### src/rtl/comp_decode_serial_pkg.sv
// Shared types for the bit-serial two's-complement decoder.
// State encoding is fixed; code 2'd3 is illegal and treated as IDLE.
package comp_decode_serial_pkg;

  typedef enum logic [1:0] {
    ST_IDLE = 2'd0,
    ST_RUN  = 2'd1,
    ST_DONE = 2'd2
  } state_t;

  localparam int DEF_WIDTH = 16;

endpackage

### src/rtl/comp_bit_cell.sv
// Serial magnitude cell: copy bits up to the first 1,
// invert the rest when the operand is negative.
module comp_bit_cell
  import comp_decode_serial_pkg::*;
(
  input  logic b,
  input  logic neg,
  input  logic seen_in,
  output logic m,
  output logic seen_out
);

  assign m        = neg ? (b ^ seen_in) : b;
  assign seen_out = seen_in | b;

endmodule

### src/rtl/comp_decode_serial.sv
// Two's-complement to sign/magnitude, one bit per clock,
// LSB first, fixed WIDTH-edge latency.
module comp_decode_serial
  import comp_decode_serial_pkg::*;
#(
  parameter int WIDTH = DEF_WIDTH
) (
  input  logic             clk,
  input  logic             rst_n,
  input  logic             in_valid,
  output logic             in_ready,
  input  logic [WIDTH-1:0] in_data,
  output logic             out_valid,
  input  logic             out_ready,
  output logic             out_sign,
  output logic [WIDTH-1:0] out_mag,
  output logic             busy
);

  localparam int CW = $clog2(WIDTH);

  state_t           state;
  logic [CW-1:0]    cnt;
  logic             seen_one;
  logic [WIDTH-1:0] shift_reg;

  logic is_idle;
  logic is_run;
  logic capture;
  logic last;
  logic m;
  logic seen_nxt;

  assign is_run   = (state == ST_RUN);
  assign is_idle  = (state != ST_RUN) && (state != ST_DONE);
  assign capture  = is_idle && in_valid;
  assign last     = (cnt == CW'(WIDTH - 1));
  assign in_ready = is_idle && rst_n;
  assign busy     = !is_idle;

  comp_bit_cell u_cell (
    .b        (shift_reg[0]),
    .neg      (out_sign),
    .seen_in  (seen_one),
    .m        (m),
    .seen_out (seen_nxt)
  );

  always_ff @(posedge clk) begin
    if (!rst_n) begin
      state     <= ST_IDLE;
      out_valid <= 1'b0;
    end else begin
      case (state)
        ST_RUN: begin
          if (last) begin
            state     <= ST_DONE;
            out_valid <= 1'b1;
          end
        end
        ST_DONE: begin
          if (out_ready) begin
            state     <= ST_IDLE;
            out_valid <= 1'b0;
          end
        end
        default: begin
          state     <= in_valid ? ST_RUN : ST_IDLE;
          out_valid <= 1'b0;
        end
      endcase
    end
  end

  always_ff @(posedge clk) begin
    if (!rst_n) begin
      cnt      <= '0;
      seen_one <= 1'b0;
    end else if (capture) begin
      cnt      <= '0;
      seen_one <= 1'b0;
    end else if (is_run) begin
      cnt      <= last ? cnt : cnt + 1'b1;
      seen_one <= seen_nxt;
    end
  end

  always_ff @(posedge clk) begin
    if (!rst_n) begin
      shift_reg <= '0;
      out_sign  <= 1'b0;
      out_mag   <= '0;
    end else if (capture) begin
      shift_reg <= in_data;
      out_sign  <= in_data[WIDTH-1];
      out_mag   <= '0;
    end else if (is_run) begin
      shift_reg <= shift_reg >> 1;
      out_mag   <= {m, out_mag[WIDTH-1:1]};
    end
  end

endmodule

### config.mk
export PLATFORM = sky130hd
export DESIGN_NAME = comp_decode_serial
export DESIGN_NICKNAME = d
export VERILOG_FILES = /design/src/rtl/comp_decode_serial_pkg.sv /design/src/rtl/comp_bit_cell.sv /design/src/rtl/comp_decode_serial.sv
export SDC_FILE = /design/constraint.sdc
export NUM_CORES = 1
export LEC_CHECK = 0
export CAP_MARGIN = 20
export CORE_MARGIN = 5
export CORE_UTILIZATION = 39
export CTS_CLUSTER_SIZE = 14
export DETAILED_ROUTE_END_ITERATION = 10
export SLEW_MARGIN = 20
export SYNTH_ARGS = -nofsm -noshare
export SYNTH_HDL_FRONTEND = slang
export SYNTH_SLANG_ARGS = --single-unit
### constraint.sdc
create_clock -name clk -period 1.6 [get_ports clk]
set_input_delay 0.24 -clock clk [delete_from_list [all_inputs] [get_ports clk]]
set_output_delay 0.24 -clock clk [all_outputs]
set_load 0.02 [all_outputs]
==> reports/qor.csv, run 1 <==
stage,metric,value,unit
place,routability cong.,0.724,
clocking,Worst-path clk slew,0.07,ns
yosys,Synth Warn #,0,
worst_setup_path,r2r endpoint,cnt[3],
sta,RSZ-0062 raised after global routing,no,
worst_setup_path,critical path required time,1.36,ns
power_and_ir_drop,Switching Fraction,27.4,%
sta,Tmin final,1.52,ns
yosys,#FFs+latches synth,40,
detailed_routing,Vias/cell,4.92,
layout,fin area,0.00231,mm2
min_path,HP Class,reg2reg,
global_routing,total track usage,11.9,%
detailed_routing,DRC viols,0,
min_path,Hold Path End,seen_one,
yosys,synth top area cells,"dfxtp_1, mux2i_1, o211a_1, nand2_1, nor2_1",
sta,Final Cycle Share,94.9,%
layout,antenna fix cells,0,
place,dpl cell area,0.00222,mm2
global_routing,initial antenna violation count,0,
worst_setup_path,arrival time at the worst endpoint,1.28,ns
clocking,CTS Buf Count,5,
global_routing,global-route wire length before repair,5.71,mm
worst_setup_path,worst-path cell chain,clkdlybuf4s50_1,
yosys,Yosys top cell by area,dfxtp_1,
worst_setup_path,r2r worst-path depth,7,
sta,Tightest Pin Transition,0.280,ns
worst_setup_path,CP top delay family,buffers and inverters,
layout,share of layout cells above drive strength 1,13.4,%
clocking,Post-CTS Setup Inserts,0,
power_and_ir_drop,power share of the clock group,27.1,%
detailed_routing,vias,1323,
global_routing,vias in the first global route,1292,
clocking,CTS H-tree depth,2,
min_path,min-delay src,seen_one,
power_and_ir_drop,Comb pwr share,24.0,%
worst_setup_path,crit start category,flip-flop,
sta,"Setup violations, final",0,
power_and_ir_drop,internal power,0.00165,W
clocking,cts repair resizes,6,
floorplan,row count,24,
clocking,"Clk Latency, worst-skew pair",0.29,ns
sta,WHS,0.482,ns
worst_setup_path,crit-path max FO,3,
sta,Max Freq,0.658,GHz
job,MaxCap Viol Count,0,
layout,nets@finish,242,
yosys,share of the synthesized area in the top cell type,46.0,%
yosys,Syn Inst Count,172,
floorplan,Core Area,0.00435,mm2
layout,Final Util,53.0,%
min_path,Worst Hold Depth,2,
status,status,completed,
layout,area of the multi-input gates,861,um2
worst_setup_path,crit path kind,reg2out,
detailed_routing,final WL,3.31,mm
sta,"Hold Vio Cnt, Final",0,
power_and_ir_drop,sequential power share,48.9,%
sta,setup_tns,0,ns
floorplan,full die area,0.00590,mm2
layout,P&R area growth vs syn,32.6,%
detailed_routing,Routed Antenna Nets,0,
sta,Final Skew,0.00519,ns
yosys,Post-Syn Nets,197,
yosys,sequential element share of the synthesized area,46.0,%
worst_setup_path,max incr delay on CP,0.62,ns
detailed_routing,Routed WL per cell,12.3,um
power_and_ir_drop,NetSw,0.000624,W
layout,layout filler cell count,372,
global_routing,largest net degree at the start of global routing,22,
floorplan,starting density of the core,40.0,%
worst_setup_path,FF-to-FF setup slack,0.12,ns
worst_setup_path,Critical path buffers and inverters,1,
power_and_ir_drop,Leak Pwr,1.02,nW
detailed_routing,DRC marker count from the first detailed-route iteration,53,
clocking,Clock Path Buffers,2,
floorplan,IO Pins,40,
worst_setup_path,CP Capture Type,output port,
floorplan,die height,76.8,um
clocking,CTS tree,built,
floorplan,die width,76.8,um
layout,Reg area,801,um2
clocking,CTS Hold Buffers Added,0,
global_routing,global route overflow,0,
place,Detail Placement HPWL,2.46,mm
power_and_ir_drop,Max IR drop VDD,0.000414,V
detailed_routing,Pre-Repair DR Iteration Count,4,
clocking,Root Driver,clkbuf_8,
worst_setup_path,RR Startpoint,out_valid,
yosys,count of different cell masters after synthesis,29,
power_and_ir_drop,Power Density,986,mW/mm2
worst_setup_path,Slowest cell on crit path,clkdlybuf4s50_1,
sta,Pins Over Slew Limit,0,
clocking,CTS sink cnt,40,
place,IO Port Bufs,39,
yosys,synthesized area,0.00174,mm2
sta,Max transition margin,81.3,%
yosys,Mapped Avg Cell Area,10.1,um2
per-stage QoR:
step | setup WS, ns | total power, W | cells
6_report | 0.0809 | 0.00227 | 269
5_1_grt | 0.00389 | 0.00242 | 269
2_1_floorplan | 0.0149 | 0.00151 | 172
3_5_place_dp | -0.0879 | 0.00168 | 262
4_1_cts | 0.00944 | 0.00232 | 269
3_3_place_gp | -0.0741 | 0.00167 | 262
cells by family after synthesis:
family                     count (synthesis)  share of synthesized area, %
adders and majority gates                  5                          3.59
DFF                                       40                          46.0
AOI/OAI and AO/OA                         29                          13.9
buffers and inverters                     18                          5.39
and+or+nand+nor                           49                          13.2
muxes                                     31                          17.8
per-layer routing:
metal | part of all wire (%) | GRT usage [%] | up-vias
met3 | 7.2 | 5.74 | 6
met2 | 49 | 19.9 | 28
li1 | - | - | 687
met1 | 42 | 12.9 | 602
met5 | 0 | 0 | -
met4 | 1.6 | 4.72 | 0
power groups by stage:
stage               Clock (W)  Combinational (W)  Sequential (W)
finish               0.000615           0.000546         0.00111
floorplan                   0           0.000376         0.00114
CTS                  0.000649           0.000554         0.00111
detailed placement          0           0.000550         0.00113
global route         0.000689           0.000611         0.00112
global placement            0           0.000538         0.00113
final cells by class:
type                       count  area share [%]
timing repair buffer          50            20.8
inverter                       6           0.976
tap                           52            2.82
clock inverter                 1           0.217
multi-input combinational    114            37.3
sequential                    40            34.7
clock buffer                   6            3.15
cells in the final DEF, fill, tap and decap left out, types with 2 or more instances in the layout:
master and instances:
nand3_1 5, clkbuf_8 5, nand2_1 18, inv_1 5, clkdlybuf4s50_1 35, a211oi_1 2
ha_1 3, a21boi_0 2, o211a_1 15, buf_4 10, mux2i_1 31, o21ai_0 3
nor2_1 17, dlymetal6s2s_1 2, dfxtp_1 40, a21oi_1 4
worst max-delay path by stage:
stage / start / depth (start not counted) / to
2_1_floorplan: out_valid / 6 / shift_reg[14]
3_3_place_gp: out_valid / 4 / in_ready
3_5_place_dp: out_valid / 4 / in_ready
4_1_cts: out_valid / 2 / out_valid
5_1_grt: out_mag[10] / 1 / out_mag[10]
6_report: out_mag[15] / 1 / out_mag[15]
Yosys cell counts:
| cell type | count |
|---|---|
| dfxtp_1 | 40 |
| mux2i_1 | 31 |
| nand2_1 | 18 |
| nor2_1 | 17 |
| o211a_1 | 15 |
| ha_1 | 5 |
| inv_1 | 5 |
| nand3_1 | 5 |
| a21oi_1 | 4 |
| buf_4 | 4 |
| clkbuf_1 | 4 |
| buf_2 | 3 |
| o21ai_0 | 3 |
| a211oi_1 | 2 |
| a21boi_0 | 2 |
| a21oi_2 | 1 |
| and2_1 | 1 |
| and3_4 | 1 |
| and4b_1 | 1 |
| buf_6 | 1 |
| inv_2 | 1 |
| nand2_2 | 1 |
| nand4_1 | 1 |
| nor2b_1 | 1 |
| nor3_2 | 1 |
| o211ai_1 | 1 |
| o221a_2 | 1 |
| or2_2 | 1 |
| or3_4 | 1 |
(Power assumes the default switching activity.)
==> run 2, diff against run 1 <==
--- a/config.mk
+++ b/config.mk
@@ -5,8 +5,9 @@
 export SDC_FILE = /design/constraint.sdc
 export NUM_CORES = 1
 export LEC_CHECK = 0
+export ABC_CLOCK_PERIOD_IN_PS = 1600
 export CAP_MARGIN = 20
-export CORE_MARGIN = 5
+export CORE_MARGIN = 10
 export CORE_UTILIZATION = 39
 export CTS_CLUSTER_SIZE = 14
 export DETAILED_ROUTE_END_ITERATION = 10
==> constraint.sdc (replaced) <==
create_clock -name clk -period 1.6 [get_ports clk]
set_input_delay 0.24 -clock clk [delete_from_list [all_inputs] [get_ports clk]]
set_output_delay 0.24 -clock clk [all_outputs]
set_load 0.01 [all_outputs]
==> reports/qor.csv, run 2 (same netlist as run 1, synthesis figures left out) <==
stage,metric,value,unit
power_and_ir_drop,Max IR drop VDD,0.000510,V
sta,Pins Over Slew Limit,0,
sta,Tightest Pin Transition,0.288,ns
detailed_routing,DRC viols,0,
worst_setup_path,r2r endpoint,shift_reg[12],
place,pre-CTS setup slack,-0.0483,ns
min_path,Worst Hold Depth,2,
sta,Max Freq,0.643,GHz
place,routability cong.,0.748,
layout,Final Util,54.2,%
worst_setup_path,r2r worst-path depth,7,
clocking,CTS tree,built,
detailed_routing,Routed Antenna Nets,0,
clocking,Clock Path Buffers,2,
worst_setup_path,crit start category,flip-flop,
worst_setup_path,worst-path cell chain,inv_1 -> ha_4 -> inv_1 -> dlygate4sd2_1,
sta,RSZ-0062 raised after global routing,no,
clocking,CTS sink cnt,40,
worst_setup_path,crit path kind,reg2out,
clocking,Post-CTS Setup Inserts,0,
layout,share of layout cells above drive strength 1,13.8,%
layout,"commonest non-fill, non-tap cell in the layout",dfxtp_1,
worst_setup_path,crit-path max FO,5,
global_routing,global route overflow,0,
floorplan,starting density of the core,40.2,%
sta,Final Cycle Share,97.2,%
place,Detail Placement HPWL,2.62,mm
global_routing,initial antenna violation count,0,
clocking,Root Driver,clkbuf_8,
worst_setup_path,arrival time at the worst endpoint,1.32,ns
worst_setup_path,Slowest cell on crit path,dfxtp_1,
worst_setup_path,CP Capture Type,output port,
global_routing,total track usage,9.77,%
floorplan,full die area,0.00753,mm2
floorplan,die height,86.8,um
worst_setup_path,max incr delay on CP,0.34,ns
sta,"Setup violations, final",0,
worst_setup_path,FF-to-FF setup slack,0.18,ns
worst_setup_path,critical path required time,1.36,ns
sta,setup_tns,0,ns
detailed_routing,vias,1354,
layout,antenna fix cells,0,
global_routing,global-route wire length before repair,5.99,mm
detailed_routing,Pre-Repair DR Iteration Count,4,
power_and_ir_drop,Power Density,1000,mW/mm2
sta,"Hold Vio Cnt, Final",0,
detailed_routing,DRC marker count from the first detailed-route iteration,40,
floorplan,Core Area,0.00432,mm2
sta,Tmin final,1.56,ns
floorplan,die width,86.8,um
sta,Max transition margin,80.8,%
layout,P&R area growth vs syn,34.7,%
clocking,CTS Hold Buffers Added,0,
floorplan,IO Pins,40,
detailed_routing,Routed WL per cell,13.0,um
layout,nets@finish,242,
place,IO Port Bufs,39,
job,MaxCap Viol Count,0,
min_path,min-delay src,seen_one,
global_routing,vias in the first global route,1342,
global_routing,largest net degree at the start of global routing,33,
worst_setup_path,RR Startpoint,out_valid,
clocking,Worst-path clk slew,0.07,ns
layout,layout filler cell count,379,
layout,most frequent cells in the layout,"dfxtp_1, clkdlybuf4s50_1, mux2i_1, nand2_1, nor2_1",
min_path,HP Class,reg2reg,
worst_setup_path,"most used cell, CP",inv_1,
clocking,"Clk Latency, worst-skew pair",0.29,ns
clocking,CTS H-tree depth,2,
min_path,Hold Path End,seen_one,
clocking,CTS Buf Count,5,
sta,Final Skew,0.00326,ns
power_and_ir_drop,Leak Pwr,1.00,nW
status,status,completed,
sta,Final WS setup,0.0444,ns
layout,fin area,0.00234,mm2
detailed_routing,Vias/cell,5.01,
place,dpl cell area,0.00223,mm2
detailed_routing,final WL,3.52,mm
floorplan,row count,24,
-- run 2: worst max path at each step --
stage / from / slack (ns) / end
floorplan: out_valid / 0.10 / shift_reg[14]
global placement: out_valid / -0.02 / in_ready
detailed placement: out_valid / -0.05 / in_ready
CTS: out_valid / -0.02 / in_ready
global route: out_valid / 0.0004 / busy
finish: out_valid / 0.04 / busy
-- run 2: worst max-delay path, delay by kind of cell (launching register included) --
family	cells	cell delay [ns]
adders and majority gates	1	0.30
buffers and inverters	3	0.39
DFF	1	0.34
-- run 2: where the power goes --
part / internal (W) / total [W] / switching (W)
Clock: 0.000344 / 0.000684 / 0.000340
Combinational: 0.000297 / 0.000552 / 0.000255
Sequential: 0.00107 / 0.00111 / 0.0000414
-- run 2: final cells by class --
type                            count  area, um2  share of cell area [%]
Multi-Input combinational cell    114        871                    37.2
Tap cell                           52       65.1                    2.78
Sequential cell                    40        801                    34.2
Timing Repair Buffer               50        492                    21.0
Inverter                            6       22.5                   0.961
Clock inverter                      2       10.0                   0.427
Clock buffer                        6       82.6                    3.52
-- run 2: stage by stage --
| stage | hold slack [ns] | total power, W | instances |
|---|---|---|---|
| detailed placement | 0.476 | 0.00169 | 262 |
| global placement | 0.468 | 0.00167 | 262 |
| floorplan | 0.394 | 0.00150 | 172 |
| global route | 0.537 | 0.00250 | 270 |
| CTS | 0.487 | 0.00239 | 270 |
| finish | 0.484 | 0.00235 | 270 |
-- run 2: per-layer routing --
layer / GRT usage (%) / vias to the layer above / wire (um)
li1: - / 689 / -
met1: 10.1 / 632 / 1520
met2: 16.6 / 27 / 1710
met3: 4.22 / 6 / 235
met4: 4.57 / 0 / 61
met5: 0 / - / 0
-- run 2: timing repair --
action / CTS / global route
setup endpoints to repair: 2 / 3
gates cloned: 0 / 0
resized for setup: 5 / 2
==> run 3, diff against run 2 <==
--- a/config.mk
+++ b/config.mk
@@ -8,7 +8,7 @@
 export ABC_CLOCK_PERIOD_IN_PS = 1600
 export CAP_MARGIN = 20
 export CORE_MARGIN = 10
-export CORE_UTILIZATION = 39
+export CORE_UTILIZATION = 35
 export CTS_CLUSTER_SIZE = 14
 export DETAILED_ROUTE_END_ITERATION = 10
 export SLEW_MARGIN = 20
==> reports/qor.csv, run 3 (same netlist as run 1, synthesis figures left out) <==
stage,metric,value,unit
power_and_ir_drop,Power Density,1000,mW/mm2
detailed_routing,DRC marker count from the first detailed-route iteration,48,
place,dpl cell area,0.00223,mm2
clocking,CTS tree,built,
floorplan,full die area,0.00819,mm2
clocking,CTS sink cnt,40,
layout,"commonest non-fill, non-tap cell in the layout",dfxtp_1,
worst_setup_path,worst-path cell chain,buf_4 -> clkdlybuf4s50_1,
clocking,CTS Hold Buffers Added,0,
layout,most frequent cells in the layout,"dfxtp_1, clkdlybuf4s50_1, mux2i_1, nand2_1, nor2_1",
layout,antenna fix cells,0,
worst_setup_path,r2r endpoint,shift_reg[13],
floorplan,starting density of the core,36.4,%
global_routing,initial antenna violation count,0,
floorplan,die width,90.5,um
sta,Max Freq,0.653,GHz
sta,"Setup violations, final",0,
detailed_routing,Vias/cell,4.76,
worst_setup_path,max incr delay on CP,0.53,ns
clocking,"Clk Latency, worst-skew pair",0.29,ns
sta,RSZ-0062 raised after global routing,no,
place,pre-CTS setup slack,-0.0590,ns
place,IO Port Bufs,39,
sta,Final Cycle Share,95.8,%
worst_setup_path,CP top delay family,buffers and inverters,
worst_setup_path,crit start category,flip-flop,
worst_setup_path,Critical path buffers and inverters,2,
min_path,Worst Hold Depth,2,
clocking,Clock Path Buffers,2,
power_and_ir_drop,Leak Pwr,0.993,nW
worst_setup_path,r2r worst-path depth,7,
detailed_routing,Routed Antenna Nets,0,
status,status,completed,
worst_setup_path,Slowest cell on crit path,clkdlybuf4s50_1,
clocking,Root Driver,clkbuf_8,
clocking,Worst-path clk slew,0.07,ns
layout,fin area,0.00235,mm2
worst_setup_path,critical path required time,1.36,ns
clocking,Post-CTS Setup Inserts,0,
sta,Tmin final,1.53,ns
floorplan,Core Area,0.00479,mm2
worst_setup_path,crit-path max FO,3,
detailed_routing,final WL,3.80,mm
detailed_routing,Routed WL per cell,13.4,um
detailed_routing,DRC viols,0,
sta,Final WS setup,0.0675,ns
worst_setup_path,CP Capture Type,output port,
worst_setup_path,arrival time at the worst endpoint,1.29,ns
clocking,cts repair resizes,5,
global_routing,global-route wire length before repair,6.45,mm
sta,WHS,0.488,ns
clocking,CTS H-tree depth,2,
place,Detail Placement HPWL,2.82,mm
job,MaxCap Viol Count,0,
global_routing,global route overflow,0,
sta,setup_tns,0,ns
worst_setup_path,Crit path depth,2,
place,routability cong.,0.713,
global_routing,largest net degree at the start of global routing,27,
sta,Tightest Pin Transition,0.279,ns
worst_setup_path,RR Startpoint,out_valid,
sta,Final Skew,0.00663,ns
global_routing,total track usage,9.42,%
min_path,min-delay src,shift_reg[15],
clocking,CTS Buf Count,5,
min_path,HP Class,reg2reg,
min_path,Hold Path End,shift_reg[15],
power_and_ir_drop,Max IR drop VDD,0.000656,V
worst_setup_path,FF-to-FF setup slack,0.17,ns
layout,nets@finish,241,
global_routing,vias in the first global route,1464,
power_and_ir_drop,total chip power,0.00235,W
detailed_routing,vias,1352,
layout,P&R area growth vs syn,34.9,%
sta,Max transition margin,81.4,%
floorplan,row count,25,
sta,Pins Over Slew Limit,0,
floorplan,die height,90.5,um
worst_setup_path,crit path kind,reg2out,
floorplan,IO Pins,40,
sta,"Hold Vio Cnt, Final",0,
layout,share of layout cells above drive strength 1,14.3,%
detailed_routing,Pre-Repair DR Iteration Count,4,
[run 3: cell types whose count changed in the layout (fill, tap and decap cells not counted)]
cell / previous run / this run
buf_12: 2 / 1
buf_4: 9 / 8
buf_6: 0 / 1
inv_1: 5 / 4
inv_2: 1 / 2
nand2_1: 18 / 17
nand2_2: 1 / 2
[run 3: stage by stage]
stage	cells	util, %
final	284	49.1
after global routing	284	49.1
after CTS	284	48.8
after detailed placement	276	46.6
after global placement	276	46.6
after floorplan	172	-
[run 3: how the worst max path moves through the flow]
| stage | start | end |
|---|---|---|
| global placement | rst_n | in_ready |
| floorplan | out_valid | shift_reg[14] |
| detailed placement | rst_n | out_mag[11] |
| global route | out_valid | out_valid |
| CTS | state[0] | shift_reg[9] |
| finish | out_valid | out_valid |
[run 3: worst reg2reg max path, delay by kind of cell, from the launching register on]
kind / cells / cell delay, ns
adders and majority gates: 1 / 0.24
buffers and inverters: 3 / 0.42
AOI/OAI and AO/OA: 1 / 0.13
DFF: 1 / 0.35
and+or+nand+nor: 2 / 0.18
[run 3: layer usage]
metal  part of all wire [%]  track usage, %  vias up
met1                     40            8.65      630
li1                       -               -      689
met2                     52            17.4       26
met3                    6.7            4.24        7
met4                    1.5            4.11        0
met5                      0               0        -
[run 3: power by group]
group / switching [W] / internal (W)
clock: 0.000341 / 0.000344
sequential: 0.0000432 / 0.00107
combinational: 0.000261 / 0.000288
[run 3: area by class of cell]
class	instances	area, um2
Multi-Input combinational cell	114	873
Inverter	6	22.5
Sequential cell	40	801
Tap cell	67	83.8
Timing Repair Buffer	49	475
Fill cell	461	2440
Clock buffer	6	82.6
Clock inverter	2	10.0
